===== config.mk =====
export PLATFORM = sky130hd
export DESIGN_NAME = serial_word_tx
export DESIGN_NICKNAME = d
export VERILOG_FILES = /design/src/rtl/serial_word_tx.sv
export SDC_FILE = /design/constraint.sdc
export NUM_CORES = 1
export LEC_CHECK = 0
export ABC_AREA = 1
export CAP_MARGIN = 15
export CORE_MARGIN = 8
export CORE_UTILIZATION = 31
export CTS_CLUSTER_DIAMETER = 150
export CTS_CLUSTER_SIZE = 24
export DETAILED_ROUTE_END_ITERATION = 8
export PLACE_DENSITY = 0.55
export SLEW_MARGIN = 20
export SYNTH_ARGS = -nofsm -noshare
export SYNTH_HDL_FRONTEND = slang
export SYNTH_SLANG_ARGS = --single-unit

===== constraint.sdc =====
create_clock -name clock -period 3.3 [get_ports clock]
set_input_delay 0.495 -clock clock [delete_from_list [all_inputs] [get_ports clock]]
set_output_delay 0.495 -clock clock [all_outputs]
set_load 0.02 [all_outputs]

===== src/rtl/serial_word_tx.sv =====
// Framed parallel-in/serial-out transmitter: start bit, data, optional even parity, stop bit.
// Every serial bit is held for CLKS_PER_BIT clocks; the line idles high.
`timescale 1ns/1ps
module serial_word_tx #(
  parameter int WIDTH        = 8,
  parameter int CLKS_PER_BIT = 4,
  parameter bit MSB_FIRST    = 1'b0,
  parameter bit PARITY_EN    = 1'b0
) (
  input  logic             clock,
  input  logic             reset_L,
  input  logic [WIDTH-1:0] data,
  input  logic             valid,
  output logic             ready,
  output logic             serial,
  output logic             busy,
  output logic             done,
  output logic [2:0]       dbg_state
);

  localparam int CW = (CLKS_PER_BIT > 1) ? $clog2(CLKS_PER_BIT) : 1;
  localparam int BW = $clog2(WIDTH);
  localparam logic [CW-1:0] CNT_LAST = CW'(CLKS_PER_BIT - 1);
  localparam logic [BW-1:0] BIT_LAST = BW'(WIDTH - 1);

  typedef enum logic [2:0] {
    S_IDLE   = 3'd0,
    S_START  = 3'd1,
    S_DATA   = 3'd2,
    S_PARITY = 3'd3,
    S_STOP   = 3'd4
  } state_t;

  state_t           r_state;
  state_t           w_next;
  logic [WIDTH-1:0] r_shift;
  logic [BW-1:0]    r_bit_cnt;
  logic [CW-1:0]    r_clk_cnt;
  logic             r_parity;
  logic             r_done;
  logic             w_bit_end;
  logic             w_accept;
  logic             w_serial;

  // Handshake: a word transfers on a rising edge where valid and ready are both 1;
  // ready is high only in IDLE, and data is captured only at that edge.
  assign w_bit_end = (r_clk_cnt == CNT_LAST);
  assign w_accept  = (r_state == S_IDLE) && valid;

  always_comb begin
    w_next   = r_state;
    w_serial = 1'b1;
    case (r_state)
      S_IDLE: begin
        if (valid) w_next = S_START;
      end
      S_START: begin
        w_serial = 1'b0;
        if (w_bit_end) w_next = S_DATA;
      end
      S_DATA: begin
        w_serial = MSB_FIRST ? r_shift[WIDTH-1] : r_shift[0];
        if (w_bit_end && (r_bit_cnt == BIT_LAST))
          w_next = PARITY_EN ? S_PARITY : S_STOP;
      end
      S_PARITY: begin
        w_serial = r_parity;
        if (w_bit_end) w_next = S_STOP;
      end
      S_STOP: begin
        if (w_bit_end) w_next = S_IDLE;
      end
      default: w_next = S_IDLE;
    endcase
  end

  always_ff @(posedge clock or negedge reset_L) begin
    if (!reset_L) r_state <= S_IDLE;
    else          r_state <= w_next;
  end

  always_ff @(posedge clock or negedge reset_L) begin
    if (!reset_L) begin
      r_shift   <= '0;
      r_bit_cnt <= '0;
      r_clk_cnt <= '0;
      r_parity  <= 1'b0;
      r_done    <= 1'b0;
    end else begin
      r_done <= (r_state == S_STOP) && w_bit_end;
      if (w_accept) begin
        r_shift   <= data;
        r_parity  <= ^data;
        r_clk_cnt <= '0;
        r_bit_cnt <= '0;
      end else if (r_state != S_IDLE) begin
        r_clk_cnt <= w_bit_end ? '0 : r_clk_cnt + 1'b1;
        // The outgoing bit always sits at the serial end of the register.
        if ((r_state == S_DATA) && w_bit_end) begin
          r_bit_cnt <= r_bit_cnt + 1'b1;
          r_shift   <= MSB_FIRST ? (r_shift << 1) : (r_shift >> 1);
        end
      end
    end
  end

  assign ready     = (r_state == S_IDLE);
  assign busy      = (r_state != S_IDLE);
  assign done      = r_done;
  assign serial    = w_serial;
  assign dbg_state = r_state;

endmodule

==> results of run 1 <==
[layout make-up]
cell class                      count  area share [%]
Timing Repair Buffer               17            13.0
Sequential cell                    18            34.4
Tap cell                           46            4.39
Multi-Input combinational cell    101            38.7
Inverter                           23            6.78
Clock buffer                        4            2.77
[stage by stage]
step / utilization (%) / instances / hold slack (ps) / area, sq um
after floorplan: - / 142 / 199 / 1050
after global placement: 38.8 / 205 / 460 / 1270
after detailed placement: 38.8 / 205 / 471 / 1270
after CTS: 39.9 / 209 / 497 / 1310
after global routing: 39.9 / 209 / 535 / 1310
final: 39.9 / 209 / 489 / 1310
[cell usage in the layout (no fill, tap or decap), drive strengths merged]
| cell type | instances |
|---|---|
| ha | 3 |
| o22ai | 1 |
| nand4 | 1 |
| inv | 23 |
| o211ai | 6 |
| nor2 | 9 |
| dfrtp | 18 |
| clkdlybuf4s50 | 17 |
| o21ai | 7 |
| a21oi | 1 |
| clkbuf | 4 |
| nand3 | 7 |
| nand2 | 65 |
| xnor2 | 1 |
[Yosys cell counts]
cell type / n / area (sq um)
sky130_fd_sc_hd__nor2_4: 2 / 22.5
sky130_fd_sc_hd__nand3_1: 6 / 30.0
sky130_fd_sc_hd__o211ai_1: 6 / 45.0
sky130_fd_sc_hd__inv_4: 1 / 6.26
sky130_fd_sc_hd__a21oi_1: 1 / 5.00
sky130_fd_sc_hd__nand3_4: 1 / 17.5
sky130_fd_sc_hd__nand2_2: 3 / 18.8
sky130_fd_sc_hd__o21ai_0: 5 / 25.0
sky130_fd_sc_hd__o21ai_1: 2 / 10.0
sky130_fd_sc_hd__nand2_1: 60 / 225
sky130_fd_sc_hd__xnor2_1: 1 / 8.76
sky130_fd_sc_hd__ha_1: 3 / 37.5
sky130_fd_sc_hd__dfrtp_1: 18 / 450
sky130_fd_sc_hd__inv_1: 20 / 75.1
sky130_fd_sc_hd__inv_2: 2 / 7.51
sky130_fd_sc_hd__nor2_1: 7 / 26.3
sky130_fd_sc_hd__nand2_4: 2 / 22.5
sky130_fd_sc_hd__o22ai_1: 1 / 6.26
sky130_fd_sc_hd__nand4_1: 1 / 6.26
[cells by family (layout without fill, tap and decap cells)]
kind of cell / Yosys count / after routing / share of synthesized area (%)
compound gates: 15 / 15 / 8.73
buf+inv: 23 / 44 / 8.49
fa+ha+maj: 3 / 3 / 3.59
simple gates: 82 / 82 / 35.3
flops: 18 / 18 / 43.1
xor+xnor: 1 / 1 / 0.837
[worst max-delay path by stage]
stage | end | slack, ps | cells past startpoint
after detailed placement | serial | 1350 | 4
after CTS | serial | 1010 | 4
after global routing | serial | 890 | 4
after global placement | serial | 1380 | 4
final | serial | 1040 | 4
after floorplan | busy | 1740 | 4
[state kept, by name, indices dropped and copies added, names as in the netlist]
signal and flops:
r_shift 8, dbg_state 3, r_bit_cnt 3, r_clk_cnt 2, done 1, r_parity 1
[worst register-to-register path, cell delays in order, from the launching register on]
cell                      delay [ps]
sky130_fd_sc_hd__dfrtp_1         410
sky130_fd_sc_hd__ha_1            210
sky130_fd_sc_hd__ha_1            180
sky130_fd_sc_hd__nor2_1          100
sky130_fd_sc_hd__nand2_1          60
sky130_fd_sc_hd__nand2_1          70
sky130_fd_sc_hd__nand2_2          80
sky130_fd_sc_hd__o21ai_0         160
sky130_fd_sc_hd__inv_1            50
[power by group]
part	total (uW)	internal (uW)	switching (uW)	leakage, uW
Sequential	377	313	64.1	0.000227
Combinational	504	204	300	0.000434
Clock	133	67.1	65.5	0.0000210
[metal layers]
metal  track usage (%)  wire length (um)
met1              10.2              1020
met2              13.8               948
met3              1.75               119
met4              5.54                44
met5                 0                 0
==> summary by stage, run 1 <==
Die
The row count is 21. The placeable core region is around 3300 sq um. The die is between 70 and 80 um tall.

The initial utilization of the core area, before any placement, comes to about a third. The overall die width is ~74 um. The area enclosed by the die boundary is 5490 sq um. The top-level port count is 18.

Timing
The number of failing hold endpoints at the final stage is 0. Once routing completed, OpenROAD measured the worst setup slack at a little over 1000 ps. The shortest period the worst path allows is roughly 2300 ps. The max-slew violation total from the final report was 0. Setup repair after global routing left no endpoint under its margin. After routing, the total negative slack on setup checks comes to 0 ps. Measured against its own limit, the worst slew margin works out to 47.0%.

The final critical path takes up slightly below 70% of the cycle. The clock arrives with approximately 3.2 ps of skew. Setup violations remaining at the end of the flow were counted as 0. The actual transition at the worst max-transition pin is between 700 and 800 ps. For this run, the top clock speed supported by timing is around 440 MHz.

Critical path
The critical path endpoint category is a primary output. Along the worst path, the maximum fanout reaches 6. The data arrival time at the worst-slack endpoint is 1770 ps. The type of the worst setup path is reg2out. In this design, the stage delay of the slowest critical-path cell is 600 ps. The cell family contributing the most delay on the critical path is buffers and inverters. Traced cell by cell, the critical path runs through nor2_4 -> nand3_1 -> nand4_1 -> clkdlybuf4s50_1.

In this run the critical register-to-register path is captured at dbg_state[0]$_DFFE_PN0P_. The number of buffers and inverters on the critical path is 1. The worst register-to-register path has a depth of 8. The setup slack of the most critical reg-to-reg path is around 1900 ps.

STA puts the critical path data required time at 2800 ps. The launching point of the worst reg2reg path is r_bit_cnt[0]$_DFFE_PN0P_. The cell with the biggest individual delay on the critical path is sky130_fd_sc_hd__clkdlybuf4s50_1.

The worst setup path startpoint is dbg_state[2]$_DFFE_PN0P_. The type of origin of the critical path is a register.

Worst hold path
The hold path endpoint is r_bit_cnt[0]$_DFFE_PN0P_. The startpoint identified for the worst hold timing path is r_bit_cnt[0]$_DFFE_PN0P_. The number of stages on the worst hold path is 1. The worst hold path belongs to the class reg2reg.

Clock network
The number of gates resized after CTS was 0. After clock tree synthesis, the flow added hold-fix buffers numbering 0. The longest clock path from root to sink contains 2 buffers. Once the clock tree was built, the setup fixing pass inserted 0 buffers. Clock tree synthesis found a total of 18 sinks. Clock latency on the worst-skew pair, taken at its later pin, is between 200 and 300 ps. The total clock buffers created by CTS is 3.

Clock-pin slew was measured on the worst setup and hold paths at about 100 ps. In this run the number of H-tree levels came out at 1. The TritonCTS clock tree is yes. The buffer cell driving the clock tree root is sky130_fd_sc_hd__clkbuf_4.

Synth
The number of flip-flops and latches in the synthesized netlist is 18. The post-synthesis cell area is ~1000 sq um. During synthesis, Yosys emitted a total of 0 warnings. When the netlist entered floorplanning its net count stood at around 160. After synthesis, the mean cell area works out to ~7.4 sq um. Counting distinct cell types in the post-synthesis netlist gives 19. The cell count after synthesis came out at about 140. The sequential area share after synthesis is 43.1%.

Drt
The first detailed-routing pass ran for 4 iterations. The post-detailed-route DRC marker count is 0. In this run the remaining antenna-violating nets after routing total 0.

The final layout contains routed wiring with a total length of around 2100 um. After detailed routing, the average wire length per cell comes to 10.2 um. The routed layout has ~900 vias. The via density per instance is about 4.3.

The starting DRC count in detailed routing is 22.

Global routing
Global routing finished with a remaining overflow of 0. Entering global routing, the biggest net connects 19 pins. The number of global-route vias before repair is ~950. The wire length of the first global-routing pass is 3770 um. The number of antenna violations at the first check in global routing is 0. Global routing consumed, over all layers together, under 10% of the routing resources.

Place
The number of port buffers is 17. Summed over all nets, the half-perimeter wirelength after detailed placement is ~1700 um. The congestion estimate from routability-driven global placement came to ~0.88. The post-placement setup slack is between 1000 and 1500 ps.

Finish
The filler cells instantiated in the layout total 347. The area used by multi-input combinational logic is around 510 sq um. The number of inserted diodes is 0.

The layout overhead on the synthesized area is 25.2%. Summing all flip-flop and latch instances after layout gives 450 sq um. After the last flow step, the layout net total stands at about 180. The post-route netlist has under 10% of its cells at a drive strength greater than 1.

Power and ir drop
The leakage power of the design is between 0.0006 and 0.0007 uW. After layout, the design draws a total of approximately 1000 uW. Across the VDD grid, the largest voltage drop is 162 uV. For this design the ratio of total power to cell area is 774 nW/um^2.

Status
The flow ran to the end, and the final reports show no timing, DRC or antenna violations.

Run
The number of maximum-capacitance constraint violations is 0.
No activity file was read; power rests on OpenSTA's default activity.
==> inputs of run 2 (changes only) <==
- clock period: 3.3 -> 2.25 ns (I/O delays scaled with it)
==> run 2 against run 1 <==
Net effect: wire length up 1.9%; via count grew 1.1%; power is 43% higher; critical path type unchanged.
==> summary by stage, run 2 (synthesized netlist as in run 1, its figures left out) <==
Status
The run finished with clean final reports.

Finish
The area used by multi-input combinational logic is 507 sq um (unchanged). The final net count is 179 (+0.56%). The sequential cell area came to 450 sq um (unchanged).

The share of layout cells above drive strength 1 was 9.20% (unchanged). The layout overhead on the synthesized area is 24.6%. The number of inserted diodes is 0 (unchanged). The top cell types in the final layout, fill and taps aside, are sky130_fd_sc_hd__nand2_1 (60), sky130_fd_sc_hd__inv_1 (20), sky130_fd_sc_hd__dfrtp_1 (18).

The leading cell type in the layout, fill and taps excluded is sky130_fd_sc_hd__nand2_1. The register with the most flip-flops is r_shift. The filler cell count in the final layout was 362 (+4.3%).

The share of the core filled with cells in the final layout is 39.7% (-0.19 points). The number of flip-flops under the largest register name is 8 (unchanged).

Global routing
The number of antenna violations at the first check in global routing is 0 (unchanged). The combined global-route utilization of all metal layers came to 9.02% (+0.43 points). The pin count of the biggest net entering global routing is 19 (unchanged). The wire length of the first global-routing pass came to 3930 um (+4.2%). The remaining global-route overflow is 0 (unchanged). The number of global-route vias before repair came to 948 (-0.32%).

Timing
The max-slew violation total from the final report is 0 (unchanged). The final-layout setup total negative slack is 0 ps (unchanged). The maximum clock rate is 472 MHz. The number of failing hold endpoints at the final stage was 0 (unchanged).

The number of setup violations in the final report is 0 (unchanged). The actual transition at the worst max-transition pin came to 291 ps (-502 ps). The final setup skew was 4.67 ps (+1.44 ps). The shortest period the worst path allows is approximately 2100 ps. After layout, the worst path uses a little over nine tenths of the clock period. Setup repair after global routing left no endpoint under its margin. The relative slew slack is 80.6% (+34 points).

Place
The routability-driven placement congestion ratio was 0.888 (+1.3%). The number of port buffers is 17 (unchanged). The half-perimeter wire length of the detailed placement result is 1810 um (+4.6%).

Critical path
The critical path data required time is 1910 ps (-890 ps). The worst setup path is launched from a register. The worst setup path is captured at a primary output. The cell with the biggest individual delay on the critical path is sky130_fd_sc_hd__clkdlybuf4s50_1. The largest fanout on the critical path is 6 (unchanged). The delay of the slowest critical-path stage is 600 ps (about the same). The data arrival time at the worst-slack endpoint was 1780 ps (about the same). The worst path buffer plus inverter count came to 1 (unchanged). The worst setup path is of the reg2out kind. Broken down by cell family, the worst path's largest delay share belongs to buffers and inverters. Traced cell by cell, the critical path runs through nor2_4 -> nand3_1 -> nand4_1 -> clkdlybuf4s50_1.

Drt
The total via count after detailed routing is 911 (+1.1%). The remaining antenna violation count is 0 (unchanged). The via density per instance is 4.36 (+1.1%). The final routed wire length divided by cell count is 10.4 um (+1.9%). The starting DRC count in detailed routing is 11 (-50%). The post-detailed-route DRC marker count is 0 (unchanged). The wire length after detailed routing is 2170 um (+1.9%). The count of TritonRoute iterations in the first routing pass came to 4 (unchanged).

Worst hold path
The min-delay analysis places its worst path in the category in2async.

Die
The area enclosed by the die boundary is 5490 sq um (unchanged). The starting utilization of the core area came to 31.8% (unchanged). The top-level port count is 18 (unchanged). The overall die width is 74.1 um (unchanged).

The row count is 21 (unchanged). The floorplan die height is 74.1 um (unchanged). The placeable core region is 3280 sq um (unchanged).

Clock network
The number of sinks driven by the clock tree is 18 (unchanged). The quantity of gates resized following cts is 0 (unchanged). TritonCTS built the clock tree. The clock transition time at the flip-flop clock pins of the worst setup and hold paths is 90 ps (about the same). The post-CTS setup repair buffer count was 0 (unchanged). The clock latency on the worst-skew pair is 280 ps (about the same). The number of buffers on the longest clock path is 2 (unchanged). The total of hold buffers inserted after clock tree synthesis is 0 (unchanged).

The total number of H-tree levels came to 1 (unchanged). The total clock buffers created by CTS was 3 (unchanged). In this run the clock root is driven by a sky130_fd_sc_hd__clkbuf_4.

Power and ir drop
The leakage power of the design is 0.000679 uW (-0.35%). The power density relative to cell area is 1110 nW/um^2 (+43%). The worst vdd rail ir drop is 256 uV (+58%).

Run
The number of maximum-capacitance constraint violations is 0 (unchanged).
run 2: metal layers:
| metal | vias up | track usage, % | part of all wire [%] |
|---|---|---|---|
| li1 | 484 | - | - |
| met1 | 402 | 10.1 | 45 |
| met2 | 23 | 15.9 | 49 |
| met3 | 2 | 1.62 | 5.2 |
| met4 | 0 | 4.43 | 1.2 |
| met5 | - | 0 | 0 |
run 2: layout make-up:
cell class / count / share of cell area, %
multi-input combinational: 101 / 38.9
sequential: 18 / 34.5
tap: 46 / 4.41
clock buffer: 3 / 1.73
inverter: 23 / 6.81
timing repair buffer: 18 / 13.6
run 2: worst paths after layout:
check,startpoint,to,slack (ps),depth (start not counted)
setup / recovery,dbg_state[2]$_DFFE_PN0P_,serial,130,4
hold / removal,reset_L,dbg_state[0]$_DFFE_PN0P_,380,2
setup reg to reg,r_bit_cnt[0]$_DFFE_PN0P_,dbg_state[2]$_DFFE_PN0P_,840,9
hold reg to reg,r_bit_cnt[2]$_DFFE_PN0P_,r_bit_cnt[2]$_DFFE_PN0P_,490,2
max in group asynchronous,reset_L,r_shift[4]$_DFFE_PN0P_,1680,2
min in group clock,r_bit_cnt[2]$_DFFE_PN0P_,r_bit_cnt[2]$_DFFE_PN0P_,490,2
run 2: power breakdown:
part	internal [uW]	switching [uW]	total [uW]
registers	459	93.3	552
logic	301	443	743
clock network	62.1	88.4	151
total	822	624	1450
run 2: stage by stage:
step | hold WS, ps | setup WS [ps] | power, uW | area, sq um | cells
floorplan | 41.9 | 847 | 1060 | 1050 | 142
global placement | 460 | 488 | 1290 | 1280 | 206
detailed placement | 470 | 428 | 1320 | 1280 | 206
CTS | 378 | 102 | 1480 | 1300 | 209
global route | 386 | 28.4 | 1600 | 1300 | 209
finish | 378 | 133 | 1450 | 1300 | 209
==> inputs of run 3 (changes only) <==
- ABC_AREA: 1 -> not set
==> run 3 against run 2 <==
Net effect: register-to-register slack got worse by 180 ps; clock-buffer cell count is the same; sequential power rose by 7.8%; highest routed layer unchanged.
==> summary by stage, run 3 <==
Status
The flow ran to the end, and the final reports show no timing, DRC or antenna violations.

Die
The overall die width is 71.5 um (-3.4%). The area enclosed by the die boundary is 5120 sq um (-6.8%). The starting utilization of the core area is 31.8% (about the same). The top-level port count is 18 (unchanged). The row count is 20 (-4.8%). The placeable core region is 3000 sq um (-8.6%). The floorplan die height is 71.5 um (-3.4%).

Critical path
The logic depth of the worst register-to-register path is 5 (-4). The logic depth of the worst setup path including buffers was 2 (-2). Walking the worst path, the cells encountered are nor3_4 -> clkdlybuf4s50_1. The largest fanout on the critical path was 11 (+5). Broken down by cell family, the worst path's largest delay share belongs to buffers and inverters.

The delay of the slowest critical-path stage is 680 ps (+80 ps). For this design, the slowest cell found on the critical path is sky130_fd_sc_hd__clkdlybuf4s50_1. The data arrival time at the worst-slack endpoint is 1830 ps (+50 ps). STA classifies the critical path endpoint as a primary output. The critical path data required time came to 1910 ps (about the same). The worst path buffer plus inverter count is 1 (unchanged). The setup slack of the most critical reg-to-reg path is 660 ps (-180 ps).

The type of origin of the critical path is a register. The setup path with the least slack is of type reg2out.

Place
The number of port buffers is 17 (unchanged). The cell total after placement came to 144 (-30%). The half-perimeter wire length of the detailed placement result is 1500 um (-17%). The routability-driven placement congestion ratio is 0.687 (-23%). The total placed instance area is 1150 sq um (-10%).

Timing
Setup repair after global routing left no endpoint under its margin. The relative slew slack came to 73.7% (-7.0 points). The max-slew violation total from the final report is 0 (unchanged). The final clock period utilization by the worst path is 96.2% (+2.2 points). The maximum clock rate came to 462 MHz (-2.3%). The number of setup violations in the final report came to 0 (unchanged). The final-layout setup total negative slack is 0 ps (unchanged).

The actual transition at the worst max-transition pin is 395 ps (+104 ps). The number of failing hold endpoints at the final stage is 0 (unchanged). The final setup skew is 4.93 ps (+0.255 ps). The shortest period the worst path allows is 2170 ps (+48.8 ps).

Synth
The main combinational cell family by area after synthesis is simple AND/OR/NAND/NOR gates. In the synthesized netlist, the cells that appear most often are sky130_fd_sc_hd__dfrtp_1 (18), sky130_fd_sc_hd__nand2_1 (11), sky130_fd_sc_hd__o21ai_1 (9), sky130_fd_sc_hd__inv_1 (8), sky130_fd_sc_hd__xnor2_1 (7). The post-synthesis cell area is 956 sq um (-8.6%). The main flop type after synthesis is sky130_fd_sc_hd__dfrtp_1. The total number of yosys warnings is 0 (unchanged). The post-synthesis mux area share is 0% (unchanged). The library cell with the highest instance count after synthesis is sky130_fd_sc_hd__dfrtp_1.

The adder-cell share of the synthesized area came to 3.93% (+0.34 points). The library cell with the largest summed area after synthesis is sky130_fd_sc_hd__dfrtp_1. The sequential area share after synthesis came to 47.1% (+4.1 points). The cell count after synthesis is 96 (-32%).

The post-synthesis net count came to 110 (-29%). The synthesized-area fraction occupied by xor and xnor cells came to 6.41% (+5.6 points). The number of flip-flops and latches in the synthesized netlist is 18 (unchanged). The share of flip-flops with an asynchronous set or reset was 100% (unchanged). By area the synthesized netlist is led by sky130_fd_sc_hd__dfrtp_1 (47%), sky130_fd_sc_hd__xnor2_1 (6.4%), sky130_fd_sc_hd__o21ai_1 (4.7%). The number of synthesized flops with an enable pin is 0 (unchanged). The average instance area after synthesis is 9.96 sq um (+35%). The number of distinct library cell variants in the gate-level netlist after synthesis is 26 (+7). The compound-gate portion of the synthesized area is 14.3% (+5.5 points). The portion of synthesized cell area occupied by the leading cell type is 47.1% (+4.1 points). The simple-gate portion of the synthesized area is 20.7% (-15 points).

Power and ir drop
The total power consumption of the routed design is 1380 uW (-4.7%). The leakage power of the design came to 0.000520 uW (-23%). The worst vdd rail ir drop came to 382 uV (+49%). The power density relative to cell area is 1170 nW/um^2 (+5.7%).

Clock network
The number of sinks driven by the clock tree is 18 (unchanged). The clock transition time at the flip-flop clock pins of the worst setup and hold paths is 100 ps (about the same). The total number of H-tree levels is 1 (unchanged). The clock latency on the worst-skew pair is 300 ps (+20 ps). The total of hold buffers inserted after clock tree synthesis is 0 (unchanged). The number of buffers on the longest clock path is 2 (unchanged). The TritonCTS clock tree is yes. The total clock buffers created by CTS is 3 (unchanged). The buffer cell driving the clock tree root is sky130_fd_sc_hd__clkbuf_4.

Finish
The number of flip-flops under the largest register name was 8 (unchanged). The final cell area excluding filler cells is 1170 sq um (-9.9%). The share of the core filled with cells in the final layout is 39.1% (-0.57 points). The number of inserted diodes is 0 (unchanged).

More flip-flops sit in one register than any other, and that register is r_shift. The share of layout cells above drive strength 1 is 9.65% (+0.45 points). Leaving out fill and tap cells, the most frequent cells in the layout are sky130_fd_sc_hd__dfrtp_1 (16), sky130_fd_sc_hd__clkdlybuf4s50_1 (16), sky130_fd_sc_hd__nand2_1 (11). The final net count is 130 (-27%).

The number of standard cells in the layout, taps in and fillers out was 147 (-30%). From synthesis to final layout, the design area changed by 22.9%.

Run
The number of maximum-capacitance constraint violations is 0 (unchanged).

Drt
The total via count after detailed routing is 765 (-16%). The remaining antenna violation count is 0 (unchanged). The count of TritonRoute iterations in the first routing pass was 4 (unchanged). The wire length after detailed routing was 2040 um (-6.1%). The final routed wire length divided by cell count is 13.9 um (+34%). The via density per instance is 5.20 (+19%). The starting DRC count in detailed routing is 68 (+57). The post-detailed-route DRC marker count is 0 (unchanged).

Global routing
The remaining global-route overflow is 0 (unchanged). The number of global-route vias before repair is 775 (-18%). The wire length of the first global-routing pass is 3530 um (-10%). The pin count of the biggest net entering global routing was 19 (unchanged). The combined global-route utilization of all metal layers is 8.75% (-0.27 points). The number of antenna violations at the first check in global routing came to 0 (unchanged).

Worst hold path
The class of the most critical hold timing path is in2async.
==> run 3: cells by family after synthesis <==
family	count (synthesis)
xor gates and xnor gates	7
adders and majority gates	3
AOI/OAI and AO/OA	23
DFF	18
and+or+nand+nor	32
buffers and inverters	13
==> run 3: per-layer routing <==
| layer | share of wire [%] | vias up | global-route usage, % |
|---|---|---|---|
| met5 | 0 | - | 0 |
| met4 | 1.6 | 0 | 4.08 |
| met3 | 8.2 | 5 | 4.46 |
| met2 | 44 | 20 | 13.5 |
| met1 | 46 | 370 | 9.82 |
| li1 | - | 370 | - |
==> run 3: path summary, 6_finish.rpt <==
path	to	start
min in group clock	r_bit_cnt[0]$_DFFE_PN0P_	r_bit_cnt[0]$_DFFE_PN0P_
max in group asynchronous	dbg_state[0]$_DFFE_PN0P_	reset_L
min reg2reg	r_bit_cnt[0]$_DFFE_PN0P_	r_bit_cnt[0]$_DFFE_PN0P_
max reg2reg	r_shift[6]$_DFFE_PN0P_	r_clk_cnt[0]$_DFFE_PN0P_
min	r_clk_cnt[0]$_DFFE_PN0P_	reset_L
max	ready	dbg_state[1]$_DFFE_PN0P_
==> run 3: what timing repair did <==
action | 4_1_cts | 5_1_grt
buffers inserted | 0 | 0
setup endpoints to repair | 1 | 1
gates resized for setup | 2 | 1
==> run 3: layout make-up <==
cell class	count	area, sq um
multi-input combinational	65	433
tap	33	41.3
clock buffer	3	22.5
inverter	8	30.0
sequential	18	453
fill	316	1830
timing repair buffer	20	195
==> run 3: through the flow <==
| step | worst slack (ps) | hold slack [ps] |
|---|---|---|
| after floorplan | 675 | 41.9 |
| final | 84.5 | 353 |
| after detailed placement | 285 | 483 |
| after global placement | 340 | 468 |
| after global routing | 7.76 | 358 |
| after CTS | 37.4 | 351 |
==> run 3: power breakdown <==
part | switching, uW | internal [uW] | leakage [uW] | total (uW)
sequential | 139 | 456 | 0.000226 | 595
combinational | 319 | 299 | 0.000280 | 618
clock | 102 | 62.5 | 0.0000138 | 164
total | 560 | 817 | 0.000520 | 1380
